[config.mk]
export PLATFORM = sky130hd
export DESIGN_NAME = fpu_sched
export DESIGN_NICKNAME = d
export VERILOG_FILES = /design/src/rtl/fpu_sched.sv
export SDC_FILE = /design/constraint.sdc
export NUM_CORES = 1
export LEC_CHECK = 0
export CORE_MARGIN = 2
export CORE_UTILIZATION = 35
export CTS_CLUSTER_DIAMETER = 50
export DETAILED_ROUTE_END_ITERATION = 16
export PLACE_DENSITY = 0.54
export SLEW_MARGIN = 10
export SYNTH_ARGS = -nofsm -noshare
export SYNTH_HDL_FRONTEND = slang
export SYNTH_SLANG_ARGS = --single-unit
[constraint.sdc]
create_clock -name clk_i -period 10.01 [get_ports clk_i]
set_clock_uncertainty 0.1 [all_clocks]
set_input_delay 2.002 -clock clk_i [delete_from_list [all_inputs] [get_ports clk_i]]
set_output_delay 2.002 -clock clk_i [all_outputs]
set_load 0.02 [all_outputs]
[src/rtl/fpu_sched.sv]
// FPU issue/completion scheduler: valid/ready issue, completion-slot reservation, tagged output
// FIFO and sticky exception flags. Define FPU_SCHED_EARLY_EXC_EN to retire FDIV/0 and SQRT(-x) early.
module fpu_sched #(
  parameter int unsigned TAG_W     = 4,
  parameter int unsigned LAT_MUL   = 2,
  parameter int unsigned LAT_DIV   = 3,
  parameter int unsigned LAT_SQRT  = 2,
  parameter int unsigned OUT_DEPTH = 4
) (
  input  logic             clk_i,
  input  logic             rst_ni,
  input  logic             in_valid_i,
  output logic             in_ready_o,
  input  logic [3:0]       in_op_i,
  input  logic [TAG_W-1:0] in_tag_i,
  input  logic             in_a_sign_i,
  input  logic             in_b_zero_i,
  input  logic [31:0]      fast_res_i,
  input  logic [4:0]       fast_exc_i,
  input  logic [31:0]      mul_res_i,
  input  logic [4:0]       mul_exc_i,
  input  logic [31:0]      ds_res_i,
  input  logic [4:0]       ds_exc_i,
  output logic             ds_start_o,
  output logic             ds_is_sqrt_o,
  output logic             out_valid_o,
  input  logic             out_ready_i,
  output logic [31:0]      out_res_o,
  output logic [TAG_W-1:0] out_tag_o,
  output logic [4:0]       out_exc_o,
  input  logic             fsr_clr_i,
  output logic [4:0]       fsr_o,
  output logic             busy_o
);

  localparam int unsigned LMAX_MD = (LAT_MUL > LAT_DIV) ? LAT_MUL : LAT_DIV;
  localparam int unsigned LMAX    = (LMAX_MD > LAT_SQRT) ? LMAX_MD : LAT_SQRT;
  localparam int unsigned LW      = $clog2(LMAX + 1);
  localparam int unsigned PTR_W   = $clog2(OUT_DEPTH);
  localparam int unsigned CNT_W   = PTR_W + 1;

  localparam logic [3:0] OpFmul = 4'b0010;
  localparam logic [3:0] OpFdiv = 4'b0011;
  localparam logic [3:0] OpSqrt = 4'b0100;

  typedef enum logic {SrcMul, SrcDs} src_e;

  // Opcode decode
  logic [LW-1:0] op_lat;
  logic          op_slow;
  logic          op_ds;
  logic          op_fixed;
  logic [31:0]   fixed_res;
  logic [4:0]    fixed_exc;

`ifdef FPU_SCHED_EARLY_EXC_EN
  localparam logic [31:0] QnanRes = 32'h7FC0_0000;
`endif

  always_comb begin
    op_lat    = '0;
    op_slow   = 1'b0;
    op_ds     = 1'b0;
    op_fixed  = 1'b0;
    fixed_res = '0;
    fixed_exc = '0;
    case (in_op_i)
      OpFmul: begin
        op_lat  = LW'(LAT_MUL);
        op_slow = 1'b1;
      end
      OpFdiv: begin
`ifdef FPU_SCHED_EARLY_EXC_EN
        if (in_b_zero_i) begin
          op_fixed  = 1'b1;
          fixed_res = QnanRes;
          fixed_exc = 5'b11000;
        end else begin
          op_lat  = LW'(LAT_DIV);
          op_slow = 1'b1;
          op_ds   = 1'b1;
        end
`else
        op_lat  = LW'(LAT_DIV);
        op_slow = 1'b1;
        op_ds   = 1'b1;
`endif
      end
      OpSqrt: begin
`ifdef FPU_SCHED_EARLY_EXC_EN
        if (in_a_sign_i) begin
          op_fixed  = 1'b1;
          fixed_res = QnanRes;
          fixed_exc = 5'b10000;
        end else begin
          op_lat  = LW'(LAT_SQRT);
          op_slow = 1'b1;
          op_ds   = 1'b1;
        end
`else
        op_lat  = LW'(LAT_SQRT);
        op_slow = 1'b1;
        op_ds   = 1'b1;
`endif
      end
      4'b1101, 4'b1110, 4'b1111: begin
        op_fixed  = 1'b1;
        fixed_exc = 5'b10000;
      end
      default: ;
    endcase
  end

`ifndef FPU_SCHED_EARLY_EXC_EN
  logic unused_early;
  assign unused_early = in_a_sign_i ^ in_b_zero_i;
`endif

  // Reservation slots: bit k = FIFO write booked k cycles from now
  logic [LMAX:0]    slot_q, slot_d;
  src_e             slot_src_q [LMAX+1];
  src_e             slot_src_d [LMAX+1];
  logic [TAG_W-1:0] slot_tag_q [LMAX+1];
  logic [TAG_W-1:0] slot_tag_d [LMAX+1];
  logic             ds_busy_q, ds_busy_d;

  // Output FIFO state
  logic [31:0]      mem_res_q [OUT_DEPTH];
  logic [TAG_W-1:0] mem_tag_q [OUT_DEPTH];
  logic [4:0]       mem_exc_q [OUT_DEPTH];
  logic [PTR_W-1:0] wr_ptr_q, wr_ptr_d;
  logic [PTR_W-1:0] rd_ptr_q, rd_ptr_d;
  logic [CNT_W-1:0] count_q, count_d;
  logic [4:0]       fsr_q, fsr_d;

  logic             ds_sample;
  logic             ds_free;
  int unsigned      booked;
  logic             credit_ok;
  logic             issue;
  logic             pop;
  logic             wr_en;
  logic [31:0]      wr_res;
  logic [TAG_W-1:0] wr_tag;
  logic [4:0]       wr_exc;

  assign ds_sample = slot_q[0] & (slot_src_q[0] == SrcDs);
  // The unit frees up in the cycle its result is sampled.
  assign ds_free   = ~ds_busy_q | ds_sample;

  always_comb begin
    booked = 0;
    for (int k = 0; k <= int'(LMAX); k++) begin
      booked += 32'(slot_q[k]);
    end
  end

  assign credit_ok  = (32'(count_q) + booked) < OUT_DEPTH;
  assign in_ready_o = rst_ni & ~slot_q[op_lat] & credit_ok & (~op_ds | ds_free);
  assign issue      = in_valid_i & in_ready_o;

  assign ds_start_o   = issue & op_ds;
  assign ds_is_sqrt_o = ds_start_o & (in_op_i == OpSqrt);

  always_comb begin
    for (int k = 0; k < int'(LMAX); k++) begin
      slot_d[k]     = slot_q[k+1];
      slot_src_d[k] = slot_src_q[k+1];
      slot_tag_d[k] = slot_tag_q[k+1];
    end
    slot_d[LMAX]     = 1'b0;
    slot_src_d[LMAX] = SrcMul;
    slot_tag_d[LMAX] = '0;
    if (issue && op_slow) begin
      slot_d[op_lat - LW'(1)]     = 1'b1;
      slot_src_d[op_lat - LW'(1)] = op_ds ? SrcDs : SrcMul;
      slot_tag_d[op_lat - LW'(1)] = in_tag_i;
    end
  end

  assign ds_busy_d = (ds_busy_q & ~ds_sample) | (issue & op_ds);

  // A fast issue can only happen when slot 0 is free, so at most one write per cycle.
  always_comb begin
    wr_en  = 1'b0;
    wr_res = '0;
    wr_tag = '0;
    wr_exc = '0;
    if (slot_q[0]) begin
      wr_en  = 1'b1;
      wr_tag = slot_tag_q[0];
      if (slot_src_q[0] == SrcDs) begin
        wr_res = ds_res_i;
        wr_exc = ds_exc_i;
      end else begin
        wr_res = mul_res_i;
        wr_exc = mul_exc_i;
      end
    end else if (issue && !op_slow) begin
      wr_en  = 1'b1;
      wr_tag = in_tag_i;
      wr_res = op_fixed ? fixed_res : fast_res_i;
      wr_exc = op_fixed ? fixed_exc : fast_exc_i;
    end
  end

  assign out_valid_o = (count_q != '0);
  assign pop         = out_valid_o & out_ready_i;
  assign out_res_o   = out_valid_o ? mem_res_q[rd_ptr_q] : '0;
  assign out_tag_o   = out_valid_o ? mem_tag_q[rd_ptr_q] : '0;
  assign out_exc_o   = out_valid_o ? mem_exc_q[rd_ptr_q] : '0;

  assign wr_ptr_d = wr_en ? wr_ptr_q + PTR_W'(1) : wr_ptr_q;
  assign rd_ptr_d = pop ? rd_ptr_q + PTR_W'(1) : rd_ptr_q;
  assign count_d  = count_q + CNT_W'(wr_en) - CNT_W'(pop);

  // A clear in the same cycle as a pop keeps the popped flags.
  assign fsr_d = (fsr_clr_i ? 5'b0 : fsr_q) | (pop ? out_exc_o : 5'b0);

  assign fsr_o  = fsr_q;
  assign busy_o = (|slot_q) | ds_busy_q | out_valid_o;

  always_ff @(posedge clk_i) begin
    if (!rst_ni) begin
      slot_q    <= '0;
      ds_busy_q <= 1'b0;
      wr_ptr_q  <= '0;
      rd_ptr_q  <= '0;
      count_q   <= '0;
      fsr_q     <= '0;
      for (int k = 0; k <= int'(LMAX); k++) begin
        slot_src_q[k] <= SrcMul;
        slot_tag_q[k] <= '0;
      end
    end else begin
      slot_q    <= slot_d;
      ds_busy_q <= ds_busy_d;
      wr_ptr_q  <= wr_ptr_d;
      rd_ptr_q  <= rd_ptr_d;
      count_q   <= count_d;
      fsr_q     <= fsr_d;
      for (int k = 0; k <= int'(LMAX); k++) begin
        slot_src_q[k] <= slot_src_d[k];
        slot_tag_q[k] <= slot_tag_d[k];
      end
    end
  end

  always_ff @(posedge clk_i) begin
    if (wr_en) begin
      mem_res_q[wr_ptr_q] <= wr_res;
      mem_tag_q[wr_ptr_q] <= wr_tag;
      mem_exc_q[wr_ptr_q] <= wr_exc;
    end
  end

endmodule

==> qor.json, run 1 <==
{
  "status": {
    "run_status": "finished, final reports clean"
  },
  "worst_hold_path": {
    "hold_path_class": "reg -> reg"
  },
  "timing": {
    "worst_slew_pin_slew_ns": 0.891,
    "timing.final.crit_period_ns": 6.42,
    "setup_viol_count_final": 0,
    "timing.fmax_mhz": 156,
    "timing_hold_violations_final": 0,
    "finalCritPeriodShare_pct": 64.1,
    "slew_viol_final": 0,
    "fin_setup_tns_ns": 0,
    "grt_setup_unrepaired": "false",
    "worst_slew_margin_rel_pct": 40.6
  },
  "grt": {
    "initial_antenna_violation_count": 2,
    "grtUsageTotal_pct": 14.4,
    "number_of_global_route_vias_before_repair": 5356,
    "grt_first_pass_wirelength_mm": 29.2,
    "pin_count_of_the_biggest_net_entering_global_routing": 45,
    "grt.overflow.total": 0
  },
  "detailed_routing": {
    "dr.pass1.iters": 4,
    "drtAntennaViolNets": 0,
    "num_vias": 5063,
    "via_to_cell_ratio": 4.89,
    "drc_violations": 0,
    "first_iter_violations": 233,
    "finalWirelength_mm": 19.1,
    "drt-wirelength-per-cell_um": 18.5
  },
  "synth": {
    "synth-seq-cells": 203,
    "post_synth_inst_count": 522,
    "postSynthAreaPerCell_um2": 16.7,
    "post_synth_instance_area_um2": 8720,
    "async_flop_share_pct": 0,
    "synth_flop_cell": "edfxtp_1",
    "synth.distinct_cells": 47,
    "yosysWarningCount": 0,
    "synth-edff-count": 164,
    "synth.yosys.seq_area_share_pct": 65.4
  },
  "critical_path": {
    "regToRegSetupSlack_ns": 6.18,
    "path_cells": "clkdlybuf4s50_1 -> xnor2_1 -> o311a_1 -> nand4_4 -> nor4_1 -> clkdlybuf4s50_1",
    "critical_path.startpoint": "in_op_i[1]",
    "r2r_start": "slot_q[0]",
    "worstSetupEndpoint": "ds_is_sqrt_o",
    "cp_max_fo": 8,
    "slowest_cell_on_the_critical_path": "clkdlybuf4s50_1",
    "crit_type": "in -> out",
    "setup.worst_path.start_class": "input port",
    "critical-path-max-stage-delay_ns": 0.69,
    "worstSetupEndpointType": "primary output",
    "cell_with_the_most_instances_on_the_worst_path": "clkdlybuf4s50_1",
    "crit_arrival_ns": 4.32,
    "worst_ep_required_time_ns": 7.91,
    "endpoint_of_the_most_critical_register_to_register_path": "count_q[2]",
    "ff2ff_path_depth": 12
  },
  "floorplan": {
    "fp.coreArea_um2": 24400,
    "floorplan.die.width_um": 162,
    "die_y_um": 162,
    "starting_density_pct": 35.7,
    "die-area_um2": 26200,
    "top_level_ports": 177,
    "floorplan.rows": 57
  },
  "place": {
    "numPortBuffers": 174,
    "place.gp.congestion": 0.832,
    "place_area_um2": 10800,
    "numPlacedInstances": 998,
    "place_hpwl_mm": 12.1
  },
  "clocking": {
    "cts.hold.buffers_added": 0,
    "numClockSinks": 203,
    "cts_tree": "built",
    "clock_latency_ns": 0.48,
    "cts_post_setup_buffers_inserted": 0,
    "postCtsResizedCells": 0,
    "clockRootBuffer": "clkbuf_16",
    "cts.reportedPaths.clkPinSlew_ns": 0.06,
    "cts-buffers-inserted": 22,
    "ctsHtreeMaxLevel": 1,
    "cts.path.max_buffers": 3
  },
  "layout": {
    "area_growth_syn_to_layout_pct": 31.5,
    "fin_util_pct": 47.0,
    "instances_no_fill": 1035,
    "nets": 835,
    "antenna-diode-count": 0,
    "drive_gt1_share_pct": 13.6,
    "postLayoutCellArea_um2": 11500
  },
  "power": {
    "cellPowerDensity_nw_per_um2": 223,
    "vdd.ir_drop.worst_mv": 0.136,
    "leakagePower_uw": 0.00376
  },
  "job": {
    "maxCapViolations": 0
  }
}
## where the power goes
group | total (µW) | internal (µW) | switching (µW)
logic | 785 | 407 | 378
registers | 1030 | 977 | 56.7
clock network | 742 | 443 | 299
total | 2560 | 1830 | 734
## worst min-delay path by stage
stage / startpoint / end / slack, ns / depth (start not counted)
after detailed placement: slot_tag_q[0][7] / slot_tag_q[0][3] / 0.32 / 1
final: slot_tag_q[0][7] / slot_tag_q[0][3] / 0.33 / 1
after global routing: slot_src_q[0][3] / slot_src_q[0][2] / 0.35 / 1
after CTS: slot_tag_q[0][7] / slot_tag_q[0][3] / 0.34 / 1
after global placement: slot_tag_q[0][5] / slot_tag_q[0][1] / 0.31 / 1
after floorplan: slot_src_q[0][1] / slot_src_q[0][0] / 0.31 / 1
## final cells by class
| type | instances | area, µm² |
|---|---|---|
| tap | 324 | 405 |
| inverter | 11 | 41.3 |
| multi-input combinational | 279 | 2840 |
| fill | 2125 | 12900 |
| clock buffer | 26 | 587 |
| sequential | 203 | 5710 |
| clock inverter | 11 | 88.8 |
| timing repair buffer | 181 | 1790 |
## registers in the layout (all words and copies together) (netlist names), named ones only
register and count:
slot_src_q 4, mem_tag_q 16, wr_ptr_q 2, rd_ptr_q 2, mem_res_q 128, slot_q 4
mem_exc_q 20, ds_busy_q 1, fsr_o 5, count_q 3, slot_tag_q 16
## through the flow
stage	hold WS, ns	setup slack (ns)	total power (µW)
4_1_cts	0.335	2.97	2610
3_3_place_gp	0.314	3.02	1850
5_1_grt	0.351	3.47	2690
3_5_place_dp	0.321	2.99	1860
6_report	0.331	3.59	2560
2_1_floorplan	0.312	4.49	1500
## Yosys cell counts, types with 2 or more instances
cell / n / area share, %
clkbuf_1: 18 / 0.77
nor2_1: 3 / 0.13
nand2_1: 15 / 0.65
mux2i_1: 45 / 5.2
nand4b_1: 2 / 0.20
o2bb2ai_1: 36 / 3.6
a21oi_1: 7 / 0.40
o31a_1: 2 / 0.20
fa_1: 2 / 0.46
a21boi_1: 2 / 0.17
dfxtp_1: 39 / 9.0
edfxtp_1: 164 / 56
inv_1: 11 / 0.47
o21a_1: 4 / 0.34
buf_2: 7 / 0.40
a22o_1: 4 / 0.40
nor2b_1: 16 / 1.1
ha_1: 9 / 1.3
buf_6: 6 / 0.77
mux4_2: 41 / 11
and2_1: 54 / 3.9
xnor2_1: 6 / 0.60
buf_1: 2 / 0.086
or3_1: 4 / 0.29
## layer usage
layer	up-vias	wire, µm	GRT usage, %
li1	2378	-	-
met1	2522	8440	19.2
met2	147	9220	24.3
met3	14	1290	3.32
met4	2	145	2.70
met5	-	12	0
## logic make-up (layout without fill, tap and decap cells)
| kind of cell | Yosys count | after routing | synth area share (%) |
|---|---|---|---|
| AND/OR/NAND/NOR | 105 | 105 | 7.59 |
| adder cells (fa/ha/maj) | 11 | 11 | 1.75 |
| other | 1 | 6 | 0.0430 |
| AO/OA/AOI/OAI | 65 | 65 | 6.21 |
| flip-flops | 203 | 203 | 65.4 |
| multiplexers | 86 | 86 | 15.8 |
| XOR/XNOR | 6 | 6 | 0.603 |
| buffers and inverters | 45 | 229 | 2.60 |
## layout by cell type (no fill, tap or decap), types with 3 or more instances in the layout
cell,Yosys,layout
and2_1,54,53
clkbuf_1,18,3
or3_1,4,3
mux2i_1,45,45
a22o_1,4,4
mux4_2,41,41
nor2_1,3,3
o2bb2ai_1,36,36
nand2_1,15,15
o21a_1,4,4
nor2b_1,16,12
clkbuf_16,0,23
conb_1,1,6
ha_1,9,9
a21oi_1,7,7
nor2b_4,0,4
clkinv_1,0,4
edfxtp_1,164,164
buf_4,1,7
clkdlybuf4s50_1,0,173
xnor2_1,6,6
inv_1,11,10
dfxtp_1,39,36
## worst max-delay path: cells and delay by family
kind | cells | cell delay, ns
buffers and inverters | 2 | 1.27
AND/OR/NAND/NOR | 2 | 0.47
XOR/XNOR | 1 | 0.33
AO/OA/AOI/OAI | 1 | 0.25
No activity file was read; power rests on OpenSTA's default activity.
==> run 2, diff against run 1 <==
--- a/config.mk
+++ b/config.mk
@@ -9,7 +9,7 @@
 export CORE_UTILIZATION = 35
 export CTS_CLUSTER_DIAMETER = 50
 export DETAILED_ROUTE_END_ITERATION = 16
-export PLACE_DENSITY = 0.54
+export PLACE_DENSITY = 0.56
 export SLEW_MARGIN = 10
 export SYNTH_ARGS = -nofsm -noshare
 export SYNTH_HDL_FRONTEND = slang
==> constraint.sdc (replaced) <==
create_clock -name clk_i -period 5.7 [get_ports clk_i]
set_clock_uncertainty 0.1 [all_clocks]
set_input_delay 1.14 -clock clk_i [delete_from_list [all_inputs] [get_ports clk_i]]
set_output_delay 1.14 -clock clk_i [all_outputs]
set_load 0.02 [all_outputs]
==> run 2 against run 1 <==
Via count grew 1.4%. Count of clock-buffer cells in the layout grew 1. Cell count is essentially flat. Highest routed layer is now met4. Hold slack lost 0.0023 ns. Power grew 77%. Sequential share of layout area is essentially flat. Critical path depth grew 1. Critical endpoint unchanged. Final area is essentially flat.
==> qor.json, run 2 (synthesis results as in run 1) <==
{
  "worst_hold_path": {
    "min_from": {"value": "slot_src_q[0][1]", "change": "was slot_tag_q[0][7]"},
    "timing.hold.worst_path_depth": {"value": 1, "change": "unchanged"},
    "hold_path_class": {"value": "reg -> reg", "change": "unchanged"}
  },
  "layout": {
    "drive_gt1_share": {"value": 13.3, "unit": "%", "change": "was 13.6%"},
    "layout_commonest_cell": {"value": "clkdlybuf4s50_1", "change": "unchanged"},
    "fin_util": {"value": 47.0, "unit": "%", "change": "about the same"},
    "nets": {"value": 836, "change": "was 835"},
    "antenna-diode-count": {"value": 0, "change": "unchanged"},
    "area_growth_syn_to_layout": {"value": 31.5, "unit": "%", "change": "about the same"},
    "largest_register_ffs": {"value": 128, "change": "unchanged"},
    "filler_cells_inserted": {"value": 2145, "change": "was 2125"},
    "top_library_cells_by_usage_in_the_layout_fill_and_taps_aside": {"value": "clkdlybuf4s50_1, edfxtp_1, and2_1", "change": "unchanged"},
    "layout_top_registers": {"value": "mem_res_q x128, mem_exc_q x20", "change": "unchanged"},
    "registers.top_by_ff_count": {"value": "mem_res_q", "change": "unchanged"}
  },
  "critical_path": {
    "crit_arrival": {"value": 3.50, "unit": "ns", "change": "was 4.32 ns"},
    "slowest_cell_on_the_critical_path": {"value": "clkdlybuf4s50_1", "change": "unchanged"},
    "critical_path.startpoint": {"value": "slot_q[0]", "change": "was in_op_i[1]"},
    "crit_type": {"value": "reg -> out", "change": "was in -> out"},
    "r2r_start": {"value": "slot_q[0]", "change": "unchanged"},
    "setup.worst_path.start_class": {"value": "flip-flop", "change": "was input port"},
    "ff2ff_path_depth": {"value": 12, "change": "unchanged"},
    "critical-path-max-stage-delay": {"value": 0.68, "unit": "ns", "change": "was 0.69 ns"},
    "worst_ep_required_time": {"value": 4.46, "unit": "ns", "change": "was 7.91 ns"},
    "cp_max_fo": {"value": 10, "change": "was 8"},
    "worstSetupEndpointType": {"value": "primary output", "change": "unchanged"},
    "path_cells": {"value": "fa_1 -> ha_1 -> a21o_1 -> a21oi_2 -> nand4_4 -> nor4_1 -> clkdlybuf4s50_1", "change": "was clkdlybuf4s50_1 -> xnor2_1 -> o311a_1 -> nand4_4 -> nor4_1 -> clkdlybuf4s50_1"}
  },
  "detailed_routing": {
    "finalWirelength": {"value": 19.7, "unit": "mm", "change": "was 19.1 mm"},
    "dr.pass1.iters": {"value": 5, "change": "was 4"},
    "drt-wirelength-per-cell": {"value": 19.0, "unit": "µm", "change": "was 18.5 µm"},
    "via_to_cell_ratio": {"value": 4.96, "change": "was 4.89"},
    "drtAntennaViolNets": {"value": 0, "change": "unchanged"},
    "num_vias": {"value": 5136, "change": "was 5063"},
    "first_iter_violations": {"value": 231, "change": "was 233"},
    "drc_violations": {"value": 0, "change": "unchanged"}
  },
  "clocking": {
    "cts-buffers-inserted": {"value": 23, "change": "was 22"},
    "cts.reportedPaths.clkPinSlew": {"value": 0.05, "unit": "ns", "change": "was 0.06 ns"},
    "ctsHtreeMaxLevel": {"value": 1, "change": "unchanged"},
    "clockRootBuffer": {"value": "clkbuf_16", "change": "unchanged"},
    "cts_post_setup_buffers_inserted": {"value": 0, "change": "unchanged"},
    "postCtsResizedCells": {"value": 0, "change": "unchanged"},
    "cts_tree": {"value": "built", "change": "unchanged"},
    "cts.hold.buffers_added": {"value": 0, "change": "unchanged"},
    "numClockSinks": {"value": 203, "change": "unchanged"},
    "cts.path.max_buffers": {"value": 3, "change": "unchanged"},
    "clock_latency": {"value": 0.50, "unit": "ns", "change": "was 0.48 ns"}
  },
  "grt": {
    "grt_first_pass_wirelength": {"value": 30.3, "unit": "mm", "change": "was 29.2 mm"},
    "initial_antenna_violation_count": {"value": 0, "change": "was 2"},
    "number_of_global_route_vias_before_repair": {"value": 5540, "change": "was 5356"},
    "grtUsageTotal": {"value": 14.9, "unit": "%", "change": "was 14.4%"},
    "pin_count_of_the_biggest_net_entering_global_routing": {"value": 45, "change": "unchanged"},
    "grt.overflow.total": {"value": 0, "change": "unchanged"}
  },
  "timing": {
    "timing.final.crit_period_ns": 4.74,
    "timing_hold_violations_final": {"value": 0, "change": "unchanged"},
    "setup_viol_count_final": {"value": 0, "change": "unchanged"},
    "fin_setup_tns": {"value": 0, "unit": "ns", "change": "unchanged"},
    "grt_setup_unrepaired": {"value": "false", "change": "unchanged"},
    "worst_slew_margin_rel": {"value": 22.5, "unit": "%", "change": "was 40.6%"},
    "timing.fmax_mhz": 211,
    "finalCritPeriodShare_pct": 83.2,
    "worst_slew_pin_slew": {"value": 1.16, "unit": "ns", "change": "was 0.891 ns"},
    "slew_viol_final": {"value": 0, "change": "unchanged"}
  },
  "floorplan": {
    "die_y": {"value": 162, "unit": "µm", "change": "unchanged"},
    "die-area": {"value": 26200, "unit": "µm²", "change": "unchanged"},
    "floorplan.rows": {"value": 57, "change": "unchanged"},
    "fp.coreArea": {"value": 24400, "unit": "µm²", "change": "unchanged"},
    "starting_density": {"value": 35.7, "unit": "%", "change": "unchanged"},
    "floorplan.die.width": {"value": 162, "unit": "µm", "change": "unchanged"},
    "top_level_ports": {"value": 177, "change": "unchanged"}
  },
  "place": {
    "numPortBuffers": {"value": 174, "change": "unchanged"},
    "place_hpwl": {"value": 12.3, "unit": "mm", "change": "was 12.1 mm"},
    "place.gp.congestion": {"value": 0.800, "change": "was 0.832"}
  },
  "power": {
    "cellPowerDensity": {"value": 394, "unit": "nW/µm²", "change": "was 223 nW/µm²"},
    "leakagePower": {"value": 0.00377, "unit": "µW", "change": "was 0.00376 µW"},
    "vdd.ir_drop.worst": {"value": 0.206, "unit": "mV", "change": "was 0.136 mV"}
  },
  "status": {
    "run_status": {"value": "finished, final reports clean", "change": "unchanged"}
  },
  "job": {
    "maxCapViolations": {"value": 0, "change": "unchanged"}
  }
}
==> run 2: cell count changes in the layout (fill, tap and decap cells not counted), sizes merged <==
cell           delta
clkinv            -1
clkbuf            +1
inv               +3
buf               -1
clkinvlp          -2
clkdlybuf4s50     +1
==> run 2: path summary, 6_finish.rpt <==
path	slack, ns	endpoint
max	0.96	ds_is_sqrt_o
min	0.33	slot_src_q[0][0]
max reg2reg	1.86	count_q[2]
min reg2reg	0.33	slot_src_q[0][0]
==> run 2: power by group <==
group	switching, µW	total, µW	internal [µW]
sequential	120	1840	1720
combinational	648	1360	714
clock	544	1330	781
==> run 2: worst max-delay path, delay by kind of cell, from the launching register on <==
family	cells	cell delay [ns]
buffers and inverters	1	0.68
AND/OR/NAND/NOR	2	0.49
AO/OA/AOI/OAI	2	0.46
adder cells (fa/ha/maj)	2	0.76
flip-flops	1	0.60
==> run 2: metrics by stage <==
stage | hold WS [ns] | cells | instance area, µm² | setup WS, ns | power [µW]
after floorplan | 0.312 | 527 | 8740 | 1.36 | 2630
after global placement | 0.316 | 998 | 10800 | 1.10 | 3250
after detailed placement | 0.317 | 998 | 10800 | 0.997 | 3260
after CTS | 0.332 | 1036 | 11500 | 0.914 | 4600
after global routing | 0.357 | 1036 | 11500 | 0.743 | 4750
final | 0.328 | 1036 | 11500 | 0.957 | 4520
==> run 2: layout make-up <==
cell class	count	area [µm²]	area share (%)
inverter	11	41.3	0.360
clock buffer	27	591	5.15
multi-input combinational	279	2840	24.7
tap	324	405	3.54
timing repair buffer	181	1790	15.6
sequential	203	5710	49.8
clock inverter	11	85.1	0.742
==> run 2: per-layer routing <==
layer	vias to the layer above	part of all wire, %	track usage, %	routed length (µm)
li1	2379	-	-	-
met1	2575	43	19.4	8550
met2	151	49	26.1	9670
met3	31	5.7	2.63	1120
met4	0	1.7	3.22	344
met5	-	0	0	0
==> run 3, diff against run 2 <==
==> constraint.sdc (replaced) <==
create_clock -name clk_i -period 4.1 [get_ports clk_i]
set_clock_uncertainty 0.1 [all_clocks]
set_input_delay 0.82 -clock clk_i [delete_from_list [all_inputs] [get_ports clk_i]]
set_output_delay 0.82 -clock clk_i [all_outputs]
set_load 0.02 [all_outputs]
==> run 3 against run 2 <==
First-iteration DRC count grew 32%. Final area increased by 1.8%. Register-to-register slack worse by 1.0 ns. Critical endpoint is now in_ready_o. Wire length fell by 0.12%. Clock power rose by 51%. Via count increased by 0.55%. Cell count up 1.1%. Die area stayed put. Largest power group unchanged.
==> qor.json, run 3 (synthesis results as in run 1) <==
{
  "detailed_routing": {
    "dr.pass1.iters": {"value": 4, "change": "was 5"},
    "drc_violations": {"value": 0, "change": "unchanged"},
    "num_vias": {"value": 5164, "change": "was 5136"},
    "drt-wirelength-per-cell": {"value": 18.8, "unit": "µm", "change": "was 19.0 µm"},
    "via_to_cell_ratio": {"value": 4.93, "change": "was 4.96"},
    "finalWirelength": {"value": 19.7, "unit": "mm", "change": "about the same"},
    "first_iter_violations": {"value": 304, "change": "was 231"},
    "drtAntennaViolNets": {"value": 0, "change": "unchanged"}
  },
  "clocking": {
    "cts.path.max_buffers": {"value": 3, "change": "unchanged"},
    "clock_latency": {"value": 0.50, "unit": "ns", "change": "about the same"},
    "cts_tree": {"value": "built", "change": "unchanged"},
    "ctsHtreeMaxLevel": {"value": 1, "change": "unchanged"},
    "clockRootBuffer": {"value": "clkbuf_16", "change": "unchanged"},
    "cts_post_setup_buffers_inserted": {"value": 0, "change": "unchanged"},
    "cts-buffers-inserted": {"value": 23, "change": "unchanged"},
    "cts.reportedPaths.clkPinSlew": {"value": 0.06, "unit": "ns", "change": "was 0.05 ns"},
    "numClockSinks": {"value": 203, "change": "unchanged"}
  },
  "timing": {
    "fin_setup_tns": {"value": 0, "unit": "ns", "change": "unchanged"},
    "timing.final.crit_period_ns": 3.86,
    "grt_setup_unrepaired": {"value": "false", "change": "unchanged"},
    "setup_viol_count_final": {"value": 0, "change": "unchanged"},
    "timing_hold_violations_final": {"value": 0, "change": "unchanged"},
    "slew_viol_final": {"value": 0, "change": "unchanged"},
    "worst_slew_margin_rel": {"value": 51.5, "unit": "%", "change": "was 22.5%"},
    "finalCritPeriodShare_pct": 94.1,
    "timing.fmax_mhz": 259,
    "worst_slew_pin_slew": {"value": 0.727, "unit": "ns", "change": "was 1.16 ns"}
  },
  "layout": {
    "postLayoutCellArea": {"value": 11700, "unit": "µm²", "change": "was 11500 µm²"},
    "area_growth_syn_to_layout": {"value": 33.9, "unit": "%", "change": "was 31.5%"},
    "nets": {"value": 844, "change": "was 836"},
    "registers.top_by_ff_count": {"value": "mem_res_q", "change": "unchanged"},
    "top_library_cells_by_usage_in_the_layout_fill_and_taps_aside": {"value": "clkdlybuf4s50_1, edfxtp_1, and2_1", "change": "unchanged"},
    "fin_util": {"value": 47.9, "unit": "%", "change": "was 47.0%"},
    "multiInputGateArea": {"value": 2840, "unit": "µm²", "change": "unchanged"},
    "drive_gt1_share": {"value": 15.1, "unit": "%", "change": "was 13.3%"},
    "largest_register_ffs": {"value": 128, "change": "unchanged"},
    "reg_area": {"value": 5710, "unit": "µm²", "change": "unchanged"},
    "layout_top_registers": {"value": "mem_res_q x128, mem_exc_q x20", "change": "unchanged"},
    "antenna-diode-count": {"value": 0, "change": "unchanged"},
    "layout_commonest_cell": {"value": "clkdlybuf4s50_1", "change": "unchanged"},
    "filler_cells_inserted": {"value": 2081, "change": "was 2145"}
  },
  "critical_path": {
    "ff2ff_path_depth": {"value": 12, "change": "unchanged"},
    "cp_max_fo": {"value": 4, "change": "was 10"},
    "regToRegSetupSlack": {"value": 0.83, "unit": "ns", "change": "was 1.86 ns"},
    "setup.worst_path.start_class": {"value": "flip-flop", "change": "unchanged"},
    "worst_ep_required_time": {"value": 3.18, "unit": "ns", "change": "was 4.46 ns"},
    "r2r_start": {"value": "slot_q[3]", "change": "was slot_q[0]"},
    "crit_type": {"value": "reg -> out", "change": "unchanged"},
    "endpoint_of_the_most_critical_register_to_register_path": {"value": "count_q[2]", "change": "unchanged"},
    "worstSetupEndpointType": {"value": "primary output", "change": "unchanged"},
    "crit_arrival": {"value": 2.94, "unit": "ns", "change": "was 3.50 ns"}
  },
  "place": {
    "numPortBuffers": {"value": 174, "change": "unchanged"},
    "place.gp.congestion": {"value": 0.809, "change": "was 0.800"},
    "place_area": {"value": 10900, "unit": "µm²", "change": "was 10800 µm²"},
    "place_hpwl": {"value": 12.4, "unit": "mm", "change": "was 12.3 mm"}
  },
  "floorplan": {
    "fp.coreArea": {"value": 24400, "unit": "µm²", "change": "unchanged"},
    "floorplan.die.width": {"value": 162, "unit": "µm", "change": "unchanged"},
    "die-area": {"value": 26200, "unit": "µm²", "change": "unchanged"},
    "top_level_ports": {"value": 177, "change": "unchanged"},
    "floorplan.rows": {"value": 57, "change": "unchanged"},
    "starting_density": {"value": 35.7, "unit": "%", "change": "unchanged"},
    "die_y": {"value": 162, "unit": "µm", "change": "unchanged"}
  },
  "worst_hold_path": {
    "hold_path_class": {"value": "reg -> reg", "change": "unchanged"},
    "timing.hold.worst_endpoint": {"value": "slot_src_q[0][0]", "change": "unchanged"},
    "timing.hold.worst_path_depth": {"value": 1, "change": "unchanged"},
    "min_from": {"value": "slot_src_q[0][1]", "change": "unchanged"}
  },
  "grt": {
    "number_of_global_route_vias_before_repair": {"value": 5658, "change": "was 5540"},
    "initial_antenna_violation_count": {"value": 0, "change": "unchanged"},
    "grt.overflow.total": {"value": 0, "change": "unchanged"},
    "grt_first_pass_wirelength": {"value": 30.7, "unit": "mm", "change": "was 30.3 mm"},
    "grtUsageTotal": {"value": 15.0, "unit": "%", "change": "was 14.9%"},
    "pin_count_of_the_biggest_net_entering_global_routing": {"value": 44, "change": "was 45"}
  },
  "job": {
    "maxCapViolations": {"value": 0, "change": "unchanged"}
  },
  "power": {
    "cellPowerDensity": {"value": 557, "unit": "nW/µm²", "change": "was 394 nW/µm²"},
    "vdd.ir_drop.worst": {"value": 0.242, "unit": "mV", "change": "was 0.206 mV"},
    "leakagePower": {"value": 0.00389, "unit": "µW", "change": "was 0.00377 µW"}
  },
  "status": {
    "run_status": {"value": "finished, final reports clean", "change": "unchanged"}
  }
}
[run 3: cell count changes in the layout (fill, tap and decap cells not counted), sizes merged]
cell / change
buf: +8
clkbuf: +4
clkdlybuf4s50: -2
clkinv: -2
bufinv: +1
dlygate4sd2: +1
dlymetal6s2s: +1
[run 3: layout make-up]
cell class                 instances  area share, %
multi-input combinational        279           24.3
inverter                          11          0.354
clock buffer                      31           5.54
tap                              324           3.47
timing repair buffer             189           16.4
sequential                       203           48.9
clock inverter                    10          0.954
[run 3: per-stage QoR]
step / total power (µW) / hold slack, ns / worst slack, ns / cells
3_5_place_dp: 4580 / 0.324 / 0.115 / 1006
4_1_cts: 6600 / 0.340 / 0.101 / 1047
5_1_grt: 6810 / 0.357 / 0.0726 / 1047
6_report: 6500 / 0.334 / 0.243 / 1047
3_3_place_gp: 4550 / 0.316 / 0.172 / 1006
2_1_floorplan: 3660 / 0.312 / -0.00345 / 527
[run 3: worst max path at each step]
stage / start / end / slack (ns)
after global placement: in_op_i[1] / ds_is_sqrt_o / 0.17
after CTS: slot_q[3] / ds_start_o / 0.10
after detailed placement: in_op_i[1] / ds_is_sqrt_o / 0.12
after floorplan: slot_q[0] / mem_exc_q[0][0] / -0.003
final: slot_q[3] / in_ready_o / 0.24
after global routing: slot_q[3] / in_ready_o / 0.07
[run 3: critical path, stage by stage (launching register included)]
cell and delay (ns):
dfxtp_1 0.41, fa_1 0.45, ha_1 0.28, a21o_1 0.20
a21oi_1 0.14, nand4b_1 0.11, a211oi_1 0.21, clkdlybuf4s50_1 0.65
[run 3: power by group]
group          internal, µW  switching (µW)  leakage, µW  total (µW)
Combinational          1030            1010      0.00167        2040
Sequential             2380            66.0      0.00185        2450
Clock                  1230             777     0.000372        2010
Total                  4640            1850      0.00389        6500
[run 3: per-layer routing]
| layer | vias up | GRT usage [%] | share of wire (%) |
|---|---|---|---|
| li1 | 2390 | - | - |
| met1 | 2584 | 18.7 | 42 |
| met2 | 159 | 26.7 | 50 |
| met3 | 31 | 3.14 | 6.0 |
| met4 | 0 | 3.86 | 2.1 |
| met5 | - | 0 | 0 |
[run 3: repair_timing]
item / in CTS / in global routing
pin swaps: 0 / 0
setup endpoints to repair: 1 / 1
gates resized for setup: 1 / 1
hold buffers: 0 / 0
